<file path="src/rtl/conv_seq_pkg.sv">
// Shared definitions for the convolution sequencer: instruction bit map, FSM states and
// default geometry.
package conv_seq_pkg;

  localparam int unsigned INST_LOAD  = 0;
  localparam int unsigned INST_EXEC  = 1;
  localparam int unsigned INST_L0WR  = 2;
  localparam int unsigned INST_L0RD  = 3;
  localparam int unsigned INST_FMRD  = 4;
  localparam int unsigned INST_RCHIP = 5;
  localparam int unsigned INST_MEMW  = 6;

  localparam int unsigned DefM       = 6;
  localparam int unsigned DefK       = 3;
  localparam int unsigned DefCol     = 8;
  localparam int unsigned DefLenNij  = 16;
  localparam int unsigned DefWgtBase = 1024;

  typedef enum logic [3:0] {
    StIdle,
    StWL0,
    StWGap,
    StLoad,
    StLdWait,
    StAL0,
    StAGap,
    StExec,
    StExWait,
    StNext
  } state_e;

endpackage

</file>
<file path="src/rtl/conv_win_addr_gen.sv">
// Activation window address generator: walks the (M-K+1)^2 output pixels of one kernel
// offset, ox innermost, producing xmem addresses with adders only.
module conv_win_addr_gen
  import conv_seq_pkg::*;
#(
  parameter int unsigned M      = DefM,
  parameter int unsigned K      = DefK,
  parameter int unsigned ADDR_W = 11
) (
  input  logic              clk,
  input  logic              reset,
  input  logic              clear,
  input  logic              step,
  input  logic [3:0]        kij,
  output logic [ADDR_W-1:0] addr,
  output logic              last
);

  localparam int unsigned OW = M - K + 1;

  logic [ADDR_W-1:0] ox_q, ox_d;
  logic [ADDR_W-1:0] oy_q, oy_d;
  logic [ADDR_W-1:0] row_q, row_d;
  logic [ADDR_W-1:0] origin;

  // Window origin ki*M+kj, selected from constants folded at elaboration.
  always_comb begin
    origin = '0;
    for (int unsigned r = 0; r < K; r++) begin
      for (int unsigned c = 0; c < K; c++) begin
        if (32'(kij) == r * K + c) origin = ADDR_W'(r * M + c);
      end
    end
  end

  always_comb begin
    ox_d  = ox_q;
    oy_d  = oy_q;
    row_d = row_q;
    if (clear) begin
      ox_d  = '0;
      oy_d  = '0;
      row_d = '0;
    end else if (step) begin
      if (ox_q == ADDR_W'(OW - 1)) begin
        ox_d  = '0;
        oy_d  = oy_q + 1'b1;
        row_d = row_q + ADDR_W'(M);
      end else begin
        ox_d = ox_q + 1'b1;
      end
    end
  end

  always_ff @(posedge clk or posedge reset) begin
    if (reset) begin
      ox_q  <= '0;
      oy_q  <= '0;
      row_q <= '0;
    end else begin
      ox_q  <= ox_d;
      oy_q  <= oy_d;
      row_q <= row_d;
    end
  end

  assign addr = origin + row_q + ox_q;
  assign last = (ox_q == ADDR_W'(OW - 1)) && (oy_q == ADDR_W'(OW - 1));

endmodule

</file>
<file path="src/rtl/conv_seq_ctrl.sv">
// Convolution sequencer: for each kernel offset streams weights, loads the PE array, streams
// the shifted activation window, executes and drains, driving core inst and xmem ports.
module conv_seq_ctrl
  import conv_seq_pkg::*;
#(
  parameter int unsigned M        = DefM,
  parameter int unsigned K        = DefK,
  parameter int unsigned COL      = DefCol,
  parameter int unsigned LEN_NIJ  = DefLenNij,
  parameter int unsigned ADDR_W   = 11,
  parameter int unsigned WGT_BASE = DefWgtBase,
  parameter int unsigned GAP      = 5,
  parameter int unsigned LD_DRAIN = 20,
  parameter int unsigned EX_DRAIN = 100
) (
  input  logic              clk,
  input  logic              reset,
  input  logic              start,
  output logic              busy,
  output logic              done,
  output logic [3:0]        kij_o,
  output logic [6:0]        inst,
  output logic              cen_act_wgt,
  output logic              wen_act_wgt,
  output logic [ADDR_W-1:0] addr_act_wgt
);

  state_e            state_q, state_d;
  logic [15:0]       cnt_q, cnt_d, last_cnt;
  logic [3:0]        kij_q, kij_d;
  logic [6:0]        inst_q, inst_d;
  logic              cen_q, cen_d;
  logic [ADDR_W-1:0] addr_q, addr_d;
  logic              busy_q, busy_d;
  logic              done_q, done_d;
  logic              win_issue, win_step, win_clear, win_last;
  logic [ADDR_W-1:0] win_addr;

  conv_win_addr_gen #(
    .M      (M),
    .K      (K),
    .ADDR_W (ADDR_W)
  ) u_win_addr_gen (
    .clk   (clk),
    .reset (reset),
    .clear (win_clear),
    .step  (win_step),
    .kij   (kij_q),
    .addr  (win_addr),
    .last  (win_last)
  );

  always_ff @(posedge clk or posedge reset) begin
    if (reset) begin
      state_q <= StIdle;
      cnt_q   <= '0;
      kij_q   <= '0;
      inst_q  <= '0;
      cen_q   <= 1'b1;
      addr_q  <= '0;
      busy_q  <= 1'b0;
      done_q  <= 1'b0;
    end else begin
      state_q <= state_d;
      cnt_q   <= cnt_d;
      kij_q   <= kij_d;
      inst_q  <= inst_d;
      cen_q   <= cen_d;
      addr_q  <= addr_d;
      busy_q  <= busy_d;
      done_q  <= done_d;
    end
  end

  always_comb begin
    state_d  = state_q;
    cnt_d    = cnt_q;
    kij_d    = kij_q;
    last_cnt = '0;
    case (state_q)
      StWL0:    last_cnt = 16'(COL);
      StWGap:   last_cnt = 16'(GAP - 1);
      StLoad:   last_cnt = 16'(COL - 1);
      StLdWait: last_cnt = 16'(LD_DRAIN - 1);
      StAL0:    last_cnt = 16'(LEN_NIJ);
      StAGap:   last_cnt = 16'(GAP - 1);
      StExec:   last_cnt = 16'(LEN_NIJ - 1);
      StExWait: last_cnt = 16'(EX_DRAIN - 1);
      default:  last_cnt = '0;
    endcase

    if (state_q == StIdle) begin
      if (start) begin
        state_d = StWL0;
        cnt_d   = '0;
        kij_d   = '0;
      end
    end else if (cnt_q == last_cnt) begin
      cnt_d = '0;
      case (state_q)
        StWL0:    state_d = StWGap;
        StWGap:   state_d = StLoad;
        StLoad:   state_d = StLdWait;
        StLdWait: state_d = StAL0;
        StAL0:    state_d = StAGap;
        StAGap:   state_d = StExec;
        StExec:   state_d = StExWait;
        StExWait: state_d = StNext;
        StNext: begin
          if (kij_q == 4'(K * K - 1)) begin
            state_d = StIdle;
          end else begin
            kij_d   = kij_q + 4'd1;
            state_d = StWL0;
          end
        end
        default:  state_d = StIdle;
      endcase
    end else begin
      cnt_d = cnt_q + 16'd1;
    end
  end

  // Outputs decode the next state so the registered values line up with state_q.
  always_comb begin
    inst_d    = '0;
    cen_d     = 1'b1;
    addr_d    = '0;
    busy_d    = (state_d != StIdle);
    done_d    = (state_q == StNext) && (state_d == StIdle);
    win_issue = 1'b0;
    if (state_d != StIdle) inst_d[INST_RCHIP] = kij_d[0];
    case (state_d)
      StWL0: begin
        if (cnt_d < 16'(COL)) begin
          cen_d  = 1'b0;
          addr_d = ADDR_W'(WGT_BASE) + ADDR_W'(cnt_d);
        end
        inst_d[INST_L0WR] = (cnt_d != '0);
      end
      StLoad: begin
        inst_d[INST_L0RD] = 1'b1;
        inst_d[INST_LOAD] = 1'b1;
      end
      StAL0: begin
        if (cnt_d < 16'(LEN_NIJ)) begin
          cen_d     = 1'b0;
          addr_d    = win_addr;
          win_issue = 1'b1;
        end
        inst_d[INST_L0WR] = (cnt_d != '0);
      end
      StExec: begin
        inst_d[INST_L0RD] = 1'b1;
        inst_d[INST_EXEC] = 1'b1;
      end
      default: ;
    endcase
  end

  // The generator parks on the final pixel rather than running past the window.
  assign win_step  = win_issue && !win_last;
  assign win_clear = (state_d != StAL0);

  assign busy         = busy_q;
  assign done         = done_q;
  assign kij_o        = kij_q;
  assign inst         = inst_q;
  assign cen_act_wgt  = cen_q;
  assign wen_act_wgt  = 1'b1;
  assign addr_act_wgt = addr_q;

endmodule
</file>
<file path="config.mk">
export PLATFORM = sky130hd
export DESIGN_NAME = conv_seq_ctrl
export DESIGN_NICKNAME = d
export VERILOG_FILES = /design/src/rtl/conv_seq_pkg.sv /design/src/rtl/conv_win_addr_gen.sv /design/src/rtl/conv_seq_ctrl.sv
export SDC_FILE = /design/constraint.sdc
export NUM_CORES = 1
export LEC_CHECK = 0
export BUFFER_PORTS_ARGS = -buffer_cell sky130_fd_sc_hd__buf_2
export CAP_MARGIN = 20
export CORE_UTILIZATION = 35
export CTS_CLUSTER_SIZE = 8
export DETAILED_ROUTE_END_ITERATION = 12
export PLACE_DENSITY = 0.55
export SETUP_SLACK_MARGIN = 0.4
export SYNTH_ARGS = -nofsm -noshare
export SYNTH_HDL_FRONTEND = slang
export SYNTH_HIERARCHICAL = 1
export SYNTH_SLANG_ARGS = --single-unit
</file>
<file path="constraint.sdc">
create_clock -name clk -period 4.38 [get_ports clk]
set_input_delay 0.219 -clock clk [delete_from_list [all_inputs] [get_ports clk]]
set_output_delay 0.219 -clock clk [all_outputs]
set_load 0.01 [all_outputs]
</file>
==> run metrics, run 1 <==
outcome=completed; CP max stage delay=490 ps; die height=about 120 um; Seq cells post-synth=75; Synth top cells by count=dfrtp_1 (74), nand2_1 (59), nor2_1 (47); CP Capture Type=flip-flop; Final nets=609; CTS clk-pin slew, worst paths=around 60 ps; Max Clk Rate=around 260 MHz; slowest CP cell=or4_4; Pleak=0.00245 uW; count leader, synth=dfrtp_1; Tcrit/Tclk final=86.2%; final core utilization=41.2%; width of the die=approximately 120 um; CTS buffer count=9; RSZ-0062 raised after global routing=false; hold crit path type=in2reg; total global-route track usage=between 10% and 20%; max-slew violations=0; CP Class=reg2reg; Yosys top cell by area=dfrtp_1; total routed wirelength=around 12 mm; maximum VDD drop=~0.22 mV; Synth Cell Area=5030 um^2; via count=about 4200; footprint of the multi-input gates=roughly 3000 um^2; synth top area cells=dfrtp_1 (37%), ha_1 (6.5%), nand2_1 (4.4%); EDFF count, synth=0; Setup crit start kind=flip-flop; Synthesis Warnings=6; Post-synth top flop=dfrtp_1; Post-DP HPWL=approximately 8.6 mm; Core ar.=13900 um^2; Storage cell area=~1900 um^2; # DRC=0; asr flop ratio synth=100%; io pins=29; Hold Violations, Final=0; Synth Area per Inst=9.22 um^2; Initial Util=36.1%; Fin Setup TNS=0 ps; TritonCTS clock tree=yes; worst-margin pin slew=about 900 ps; Cell Pwr Density=~240 nW/um^2; Worst Path Required=~4700 ps; clock sink count=75; Synth Instances=around 550; DR pass1 iterations=5; area delta synth->final=14.2%; row count=43; Max Cap Viol=0; number of antenna diodes=0; first-pass GRT wire length=19.7 mm; post-placement setup slack=roughly 100 ps; minimum clock period=between 3000 and 4000 ps; Design Power=roughly 1400 uW; placer congestion estimate=roughly 0.83; wire per inst=between 15 and 20 um; routed vias/inst=between 5 and 6; Clock Latency Late Sink=~350 ps; fin worst setup slack=between 600 and 700 ps; final setup violating endpoints=0; clock root buffer=clkbuf_16; I/O Buffers=25; finished layout cell area=5740 um^2; WP data arrival=just over 4000 ps; DIE AREA=roughly 15000 um^2; Layout fillers=between 1000 and 1500; largest net degree at the start of global routing=44; depth of the CTS H-tree=3; crit path cell chain=inv_1 > ha_4 > nand3b_1 > mux2_4 > or4_4 > o31ai_4 > o31a_2 > nand4_2 > nor4_4 > buf_4 > a41o_4 > o2111ai_4 > or3_1 > a21oi_1; DR iter-0 viols=250; initial antenna violation count=0; sequential cell area fraction in the yosys report=between 30 and 40%; CP Max Fanout=8; clk buf depth=2; Detail Route Antenna Nets=0; gr ovfl total=0; Synth top area share=~37%; ratio of cells with drive above 1 in the final layout=between 15 and 20%; placed inst area=between 5000 and 6000 um^2; slew margin rel.=38.9%; worst clock skew=~9.3 ps; number of global-route vias before repair=between 3000 and 4000; Yosys cell types=74
==> timing repair <==
action,4_1_cts,5_1_grt
hold buffers,1,0
pin swaps,2,6
buffers inserted,4,5
setup endpoints to repair,19,27
hold endpoints to repair,32,0
resized for setup,2,11
==> sequential cells by signal, indices dropped and copies added (netlist names) <==
name / cells
cnt_q: 16
addr_act_wgt: 11
u_win_addr_gen/ox_q: 11
u_win_addr_gen/oy_q: 11
u_win_addr_gen/row_q: 10
inst: 5
kij_o: 4
state_q: 4
busy: 1
cen_act_wgt: 1
done: 1
==> worst paths after layout <==
| kind | from | slack [ps] | endpoint | depth (start not counted) |
|---|---|---|---|---|
| worst max-delay path | state_q[1] | 600 | u_win_addr_gen/row_q[10] | 14 |
| worst min-delay path | start | 350 | kij_o[1] | 4 |
| worst max register to register | state_q[1] | 600 | u_win_addr_gen/row_q[10] | 14 |
| worst min register to register | cnt_q[13] | 520 | cnt_q[13] | 1 |
| max in group asynchronous | reset | 3140 | state_q[1] | 3 |
| min in group asynchronous | reset | 510 | u_win_addr_gen/oy_q[10] | 4 |
==> layer usage <==
| layer | up-vias | track usage (%) | routed length [um] |
|---|---|---|---|
| li1 | 2033 | - | - |
| met1 | 2037 | 21.9 | 5540 |
| met2 | 75 | 27.9 | 5860 |
| met3 | 15 | 3.79 | 458 |
| met4 | 0 | 8.18 | 237 |
| met5 | - | 0 | 0 |
==> cells by family (layout without fill, tap and decap cells) <==
group                      Yosys count  count (layout)  share of synthesized area (%)
buffers and inverters               45              79                           4.13
xor gates and xnor gates            34              34                           5.92
other                                2               3                          0.149
AOI/OAI and AO/OA                  117             117                           17.1
and+or+nand+nor                    232             232                           25.1
muxes                               10              10                           2.17
DFF                                 75              75                           37.4
adders and majority gates           30              30                           8.07
==> through the flow <==
step	hold slack (ps)	instances
2_1_floorplan	335	546
3_3_place_gp	347	735
3_5_place_dp	352	735
4_1_cts	345	755
5_1_grt	425	760
6_report	353	760
==> report_power, final <==
group          switching, uW  internal, uW
combinational           15.2          2.09
clock                    294           378
sequential                 0           693
==> final cells by class <==
class | instances | share of cell area [%]
clock inverters | 5 | 0.545
flip-flops and latches | 75 | 32.8
clock buffers | 10 | 3.99
well taps | 180 | 3.92
inverters | 16 | 1.09
multi-input cells | 426 | 52.5
repair buffers | 48 | 5.23
==> worst max-delay path, delay by kind of cell, from the launching register on <==
| family | cells | cell delay [ps] |
|---|---|---|
| AO/OA/AOI/OAI | 5 | 980 |
| buffers and inverters | 2 | 320 |
| AND/OR/NAND/NOR | 5 | 1440 |
| adder cells (fa/ha/maj) | 1 | 190 |
| multiplexers | 1 | 330 |
| flip-flops | 1 | 440 |
==> cell usage in the layout (no fill, tap or decap), drive strengths merged, types with 4 or more instances in the layout <==
cell type,count
a211oi,7
dfrtp,74
mux2,4
clkinv,4
nand2,59
o21ai,40
buf,47
or3,14
nor3,23
mux2i,6
ha,26
nor2,47
or2,4
nand3b,4
nand4,15
a31oi,8
clkbuf,10
nor2b,4
xnor2,19
o31ai,4
inv,16
nand2b,10
a211o,4
o41ai,6
and2,4
xor2,15
a21oi,17
fa,4
and4,4
nor4,10
nand3,20
and3,4
No activity file was read; power rests on OpenSTA's default activity.
==> inputs of run 2 (changes only) <==
--- a/config.mk
+++ b/config.mk
@@ -8,6 +8,7 @@
 export BUFFER_PORTS_ARGS = -buffer_cell sky130_fd_sc_hd__buf_2
 export CAP_MARGIN = 20
 export CORE_UTILIZATION = 35
+export CTS_BUF_LIST = sky130_fd_sc_hd__clkbuf_8
 export CTS_CLUSTER_SIZE = 8
 export DETAILED_ROUTE_END_ITERATION = 12
 export PLACE_DENSITY = 0.55
==> run 2 against run 1 <==
Design area down 1.9%. Combinational power about the same. Setup slack worse by 74 ps. Non-clock buffer count unchanged. Fmax down 1.9%. Critical path depth up 1. Global-route usage down 0.27 points. Clock power down 30%. Sequential share of layout area up 0.63 points. Clock skew up 4.9 ps. Sequential cell count unchanged. Largest cell class unchanged.
==> run metrics, run 2 (synthesis results as in run 1) <==
fin worst setup slack=around 530 ps; P_int=between 800 and 900 uW; number of antenna diodes=0; Worst Path Required=about 4600 ps; CP Capture Type=flip-flop; Storage cell area=~1900 um^2; RSZ-0062 raised after global routing=false; Levels on crit path=15; hold crit path type=in2reg; Hold Violations, Final=0; row count=43; critical path's top delay family=compound AO/OA/AOI/OAI gates; Final nets=approximately 610; worst clock skew=~14 ps; Final Instance Count excl. Fillers=760; Comb power frac=1.5%; depth of the CTS H-tree=3; I/O Buffers=25; max reg flops=16; # DRC=0; Max Clk Rate=between 200 and 300 MHz; wire per inst=15.6 um; routed vias/inst=~5.4; slew margin rel.=a little under two fifths; area delta synth->final=12.0%; Initial Util=36.1%; Cell Pwr Density=approximately 210 nW/um^2; DR pass1 iterations=5; number of global-route vias before repair=roughly 3900; total routed wirelength=between 10 and 15 mm; io pins=29; width of the die=approximately 120 um; Clock Latency Late Sink=380 ps; CP Max Fanout=13; CP max stage delay=between 400 and 500 ps; WP data arrival=about 4100 ps; Post-DP HPWL=around 8.6 mm; gr ovfl total=0; TritonCTS clock tree=yes; commonest non-fill, non-tap cell in the layout=dfrtp_1; post-placement setup slack=just over 100 ps; initial antenna violation count=0; hold path depth=4; Seq pwr share=between 50% and 60%; placed cells=735; R2R setup slack=about 530 ps; clock sink count=75; Clock Power Share=between 30% and 40%; footprint of the multi-input gates=3000 um^2; ratio of cells with drive above 1 in the final layout=~18%; switching pwr=about 290 uW; outcome=completed; DIE AREA=14800 um^2; clock root buffer=clkbuf_8; Core ar.=13900 um^2; clk buf depth=2; reg2reg path depth=15; Biggest register=cnt_q; DR iter-0 viols=~330; via count=~4100; first-pass GRT wire length=between 15 and 20 mm; Layout fillers=~1400; Tcrit/Tclk final=around 88%; Fin Setup TNS=0 ps; minimum clock period=just under 4000 ps; die height=122 um; slowest CP cell=o211ai_1; Setup crit start kind=flip-flop; Crit path buffers/inverters=3; commonest non-fill, non-tap cells in the layout=dfrtp_1 (72), nand2_1 (59), nor2_1 (47); final setup violating endpoints=0; CTS clk-pin slew, worst paths=90 ps; Pleak=0.00241 uW; largest net degree at the start of global routing=44; CP Class=reg2reg; maximum VDD drop=~0.18 mV; Detail Route Antenna Nets=0; Net Sw Frac=between 20% and 30%; crit path cell chain=inv_1 > ha_4 > mux2_2 > o2111a_1 > o211ai_1 > nor3_1 > a311oi_4 > nand4_2 > nor4_4 > buf_4 > a41oi_1 > buf_4 > nor4_2 > xnor2_1 > nor2_1; CTS buffer count=9; worst-margin pin slew=between 900 and 1000 ps; cell mode on critical path=buf_4; Max Cap Viol=0; total global-route track usage=~17%; max-slew violations=0; placer congestion estimate=approximately 0.83
==> run 2: cell type report <==
cell class                      count  share of cell area, %
Timing Repair Buffer               48                   5.33
Clock inverter                      6                  0.622
Sequential cell                    75                   33.4
Inverter                           16                   1.11
Tap cell                          180                   4.00
Multi-Input combinational cell    426                   53.3
Clock buffer                        9                   2.20
==> run 2: timing repair <==
action / 4_1_cts / 5_1_grt
endpoints found under the setup margin: 19 / 27
endpoints found under the hold margin: 32 / 0
gates resized for setup: 2 / 10
setup buffers: 4 / 5
gates cloned: 0 / 0
pin swaps: 2 / 5
hold buffers: 1 / 0
==> run 2: power groups by stage <==
| stage | registers, uW | clock network (uW) | logic, uW |
|---|---|---|---|
| after CTS | 692 | 487 | 18.7 |
| final | 692 | 468 | 17.3 |
| after global routing | 692 | 522 | 21.1 |
| after detailed placement | 706 | 0 | 18.0 |
| after floorplan | 706 | 0 | 13.4 |
| after global placement | 706 | 0 | 17.7 |
==> run 2: worst register-to-register path, stage by stage (launching register included) <==
cell and delay, ps:
dfrtp_2 420, inv_1 100, ha_4 200, mux2_2 290, o2111a_1 260, o211ai_1 470, nor3_1 160, a311oi_4 300
nand4_2 200, nor4_4 360, buf_4 190, a41oi_1 100, buf_4 210, nor4_2 280, xnor2_1 150, nor2_1 50
==> run 2: layer usage <==
metal  vias to the layer above  GRT usage [%]  part of all wire, %
li1                       2024              -                    -
met1                      2001           22.0                   46
met2                        76           27.4                   48
met3                        14           4.31                  4.3
met4                         0           6.25                  1.6
met5                         -              0                    0
==> run 2: path summary, 6_finish.rpt <==
check / from / to
worst min register to register: cnt_q[13] / cnt_q[13]
worst max-delay path: state_q[1] / u_win_addr_gen/row_q[7]
max in group asynchronous: reset / state_q[1]
worst min-delay path: start / kij_o[1]
worst max register to register: state_q[1] / u_win_addr_gen/row_q[7]
min in group asynchronous: reset / u_win_addr_gen/oy_q[10]
==> run 2: per-stage QoR <==
stage          cell area (um^2)  hold slack (ps)  utilization [%]  total power, uW
6_report                   5630              319             40.4             1180
5_1_grt                    5630              377             40.4             1240
4_1_cts                    5550              307             39.8             1200
3_5_place_dp               5340              352             38.3              724
3_3_place_gp               5340              347             38.3              723
2_1_floorplan              5040              335                -              719
==> inputs of run 3 (changes only) <==
--- a/config.mk
+++ b/config.mk
@@ -5,13 +5,14 @@
 export SDC_FILE = /design/constraint.sdc
 export NUM_CORES = 1
 export LEC_CHECK = 0
+export ABC_AREA = 1
 export BUFFER_PORTS_ARGS = -buffer_cell sky130_fd_sc_hd__buf_2
 export CAP_MARGIN = 20
 export CORE_UTILIZATION = 35
 export CTS_BUF_LIST = sky130_fd_sc_hd__clkbuf_8
 export CTS_CLUSTER_SIZE = 8
 export DETAILED_ROUTE_END_ITERATION = 12
-export PLACE_DENSITY = 0.55
+export PLACE_DENSITY = 0.54
 export SETUP_SLACK_MARGIN = 0.4
 export SYNTH_ARGS = -nofsm -noshare
 export SYNTH_HDL_FRONTEND = slang
==> run 3 against run 2 <==
Count of clock-buffer cells in the layout rose by 2. Setup slack better by 500 ps. Sequential power hardly changed. Non-clock buffer count fell by 21. Final cell count grew 21%. Critical endpoint is now u_win_addr_gen/row_q[2]. Largest power group unchanged. Highest routed layer unchanged.
==> run metrics, run 3 <==
outcome=completed; Tcrit/Tclk final=between 70% and 80%; first-pass GRT wire length=roughly 21 mm; TritonCTS clock tree=yes; Clock Power Share=between 40% and 50%; CP Capture Type=flip-flop; Synth Area per Inst=roughly 7.6 um^2; finished layout cell area=5840 um^2; Net Sw Frac=between 20 and 25%; # DRC=0; reg2reg path depth=20; number of global-route vias before repair=around 4300; Yosys top cell by area=dfrtp_1; worst clock skew=roughly 13 ps; Max Cap Viol=0; CTS clk-pin slew, worst paths=approximately 80 ps; CP Class=reg2reg; maximum VDD drop=~0.17 mV; CP Max Fanout=27; switching pwr=~290 uW; depth of the CTS H-tree=3; Synth top cells by count=nand2_1 (189), inv_1 (78), nor2_1 (76); asr flop ratio synth=100%; Biggest register=cnt_q; Synth top area share=34.5%; largest net degree at the start of global routing=between 40 and 50; most crowded layer after global routing=met2; final setup violating endpoints=0; Seq pwr share=54.2%; Synthesis Warnings=6; Core ar.=14800 um^2; Comb power frac=around 1.4%; Adder-Cell Fraction of Synth Area=7.56%; max reg flops=16; width of the die=between 100 and 150 um; xor/xnor cell area share of the yosys netlist=around 5.1%; met1 usage=between 20% and 30%; clock sink count=between 70 and 80; area delta synth->final=8.87%; total routed wirelength=about 12 mm; Synth Cell Area=roughly 5400 um^2; routed vias/inst=4.83; compound-cell area share of the yosys netlist=under 10%; Worst Path Required=4670 ps; Cell Pwr Density=between 200 and 250 nW/um^2; max-slew violations=0; Hold Violations, Final=0; Clock Latency Late Sink=around 370 ps; hold crit path type=in2reg; wire per inst=about 13 um; initial antenna violation count=0; row count=44; DIE AREA=~16000 um^2; combinational family with the most area after synthesis=simple AND/OR/NAND/NOR gates; via count=~4500; RSZ-0062 raised after global routing=false; Max Clk Rate=slightly below 300 MHz; minimum clock period=about 3400 ps; Post-DP HPWL=slightly above 9 mm; number of antenna diodes=0; P_int=approximately 1000 uW; Seq cells post-synth=75; Synth Instances=708; clk buf depth=2; clock root buffer=clkbuf_8; total global-route track usage=16.7%; synth top area cells=dfrtp_1 (35%), nand2_1 (13%), ha_1 (6.1%); WP data arrival=roughly 3600 ps; I/O Buffers=25; commonest non-fill, non-tap cells in the layout=nand2_1 (189), inv_1 (77), nor2_1 (76); Synth Area in Simple Gates=37.6%; commonest non-fill, non-tap cell in the layout=nand2_1; final hold slack=about 300 ps; ratio of cells with drive above 1 in the final layout=15.4%; EDFF count, synth=0; DR iter-0 viols=roughly 270; Pleak=approximately 0.003 uW; hold path depth=4; placer congestion estimate=0.865; DR pass1 iterations=5; Post-synth top flop=dfrtp_1; Detail Route Antenna Nets=0; io pins=29; mux cell area share after synthesis=0%; Global Route met2 Usage=between 20% and 30%; sequential cell area fraction in the yosys report=a little over a third; die height=approximately 130 um; CTS buffer count=9; Final nets=767; gr ovfl total=0; Initial Util=between 30% and 40%; Setup crit start kind=flip-flop; worst-margin pin slew=a little over 900 ps; setup bufs post-CTS=0; Fin Setup TNS=0 ps; count leader, synth=nand2_1; slew margin rel.=37.9%; placed inst area=5620 um^2; Yosys cell types=48; met3 Track Usage GR=under 10%
run 3: cell count changes after synthesis, moves of 13 or more:
| cell | change |
|---|---|
| clkbuf_1 | -15 |
| inv_1 | +63 |
| nand2_1 | +130 |
| nand2_2 | +13 |
| nand3_1 | +43 |
| nor2_1 | +29 |
| o21ai_0 | -17 |
| or3_1 | -14 |
run 3: worst max-delay path, stage by stage, from the launching register on:
cell     delay, ps
dfrtp_1        430
inv_1          160
ha_1           260
nand3_1        130
nand2_1         90
nand2_1         50
inv_1           60
nand2_2         60
nor2_4         120
nand3_4        200
nor2_4         200
nand2_2         80
nand2_4        110
nand2_2        110
nor2_8         190
inv_2          180
nor2_4         260
inv_2          120
nand2_4        280
nand2_1        110
o21ai_2         70
run 3: final timing paths:
check / start / slack (ps) / end
worst max-delay path: state_q[1] / 1030 / u_win_addr_gen/row_q[2]
worst min-delay path: start / 300 / cnt_q[15]
worst max register to register: state_q[1] / 1030 / u_win_addr_gen/row_q[2]
worst min register to register: u_win_addr_gen/oy_q[1] / 550 / u_win_addr_gen/oy_q[1]
max in group asynchronous: reset / 3170 / addr_act_wgt[2]
min in group asynchronous: reset / 500 / u_win_addr_gen/oy_q[7]
run 3: kinds of logic (layout without fill, tap and decap cells):
group,after synthesis,after routing
adders and majority gates,30,30
and+or+nand+nor,417,417
DFF,75,75
other,2,3
xor gates and xnor gates,31,31
buffers and inverters,99,129
AOI/OAI and AO/OA,54,54
run 3: metrics by stage:
step	cells	power (uW)	setup slack [ps]	utilization, %
floorplan	709	719	1630	-
global placement	906	724	1080	38.1
detailed placement	906	725	1020	38.1
CTS	923	1310	985	39.6
global route	923	1330	641	39.6
finish	923	1280	1030	39.6
run 3: metal layers:
metal / vias to the layer above / wire, um
met2: 64 / 5890
met1: 2071 / 5670
met4: 0 / 302
met5: - / 0
met3: 17 / 361
li1: 2310 / -
run 3: repair_timing:
action	CTS	global route
endpoints found under the hold margin	32	0
resized for setup	0	0
hold buffers	1	0
run 3: area by class of cell:
cell class | count | area (um^2)
fill | 1531 | 8920
tap | 184 | 230
clock inverter | 5 | 58.8
timing repair buffer | 27 | 143
inverter | 86 | 333
multi-input combinational | 535 | 3040
clock buffer | 11 | 151
sequential | 75 | 1880
run 3: power by group through the flow:
stage               clock network, uW  logic (uW)  registers, uW
CTS                               597        19.8            692
global route                      619        22.2            692
floorplan                           0        13.3            706
global placement                    0        18.6            706
detailed placement                  0        19.0            706
finish                            565        18.3            692
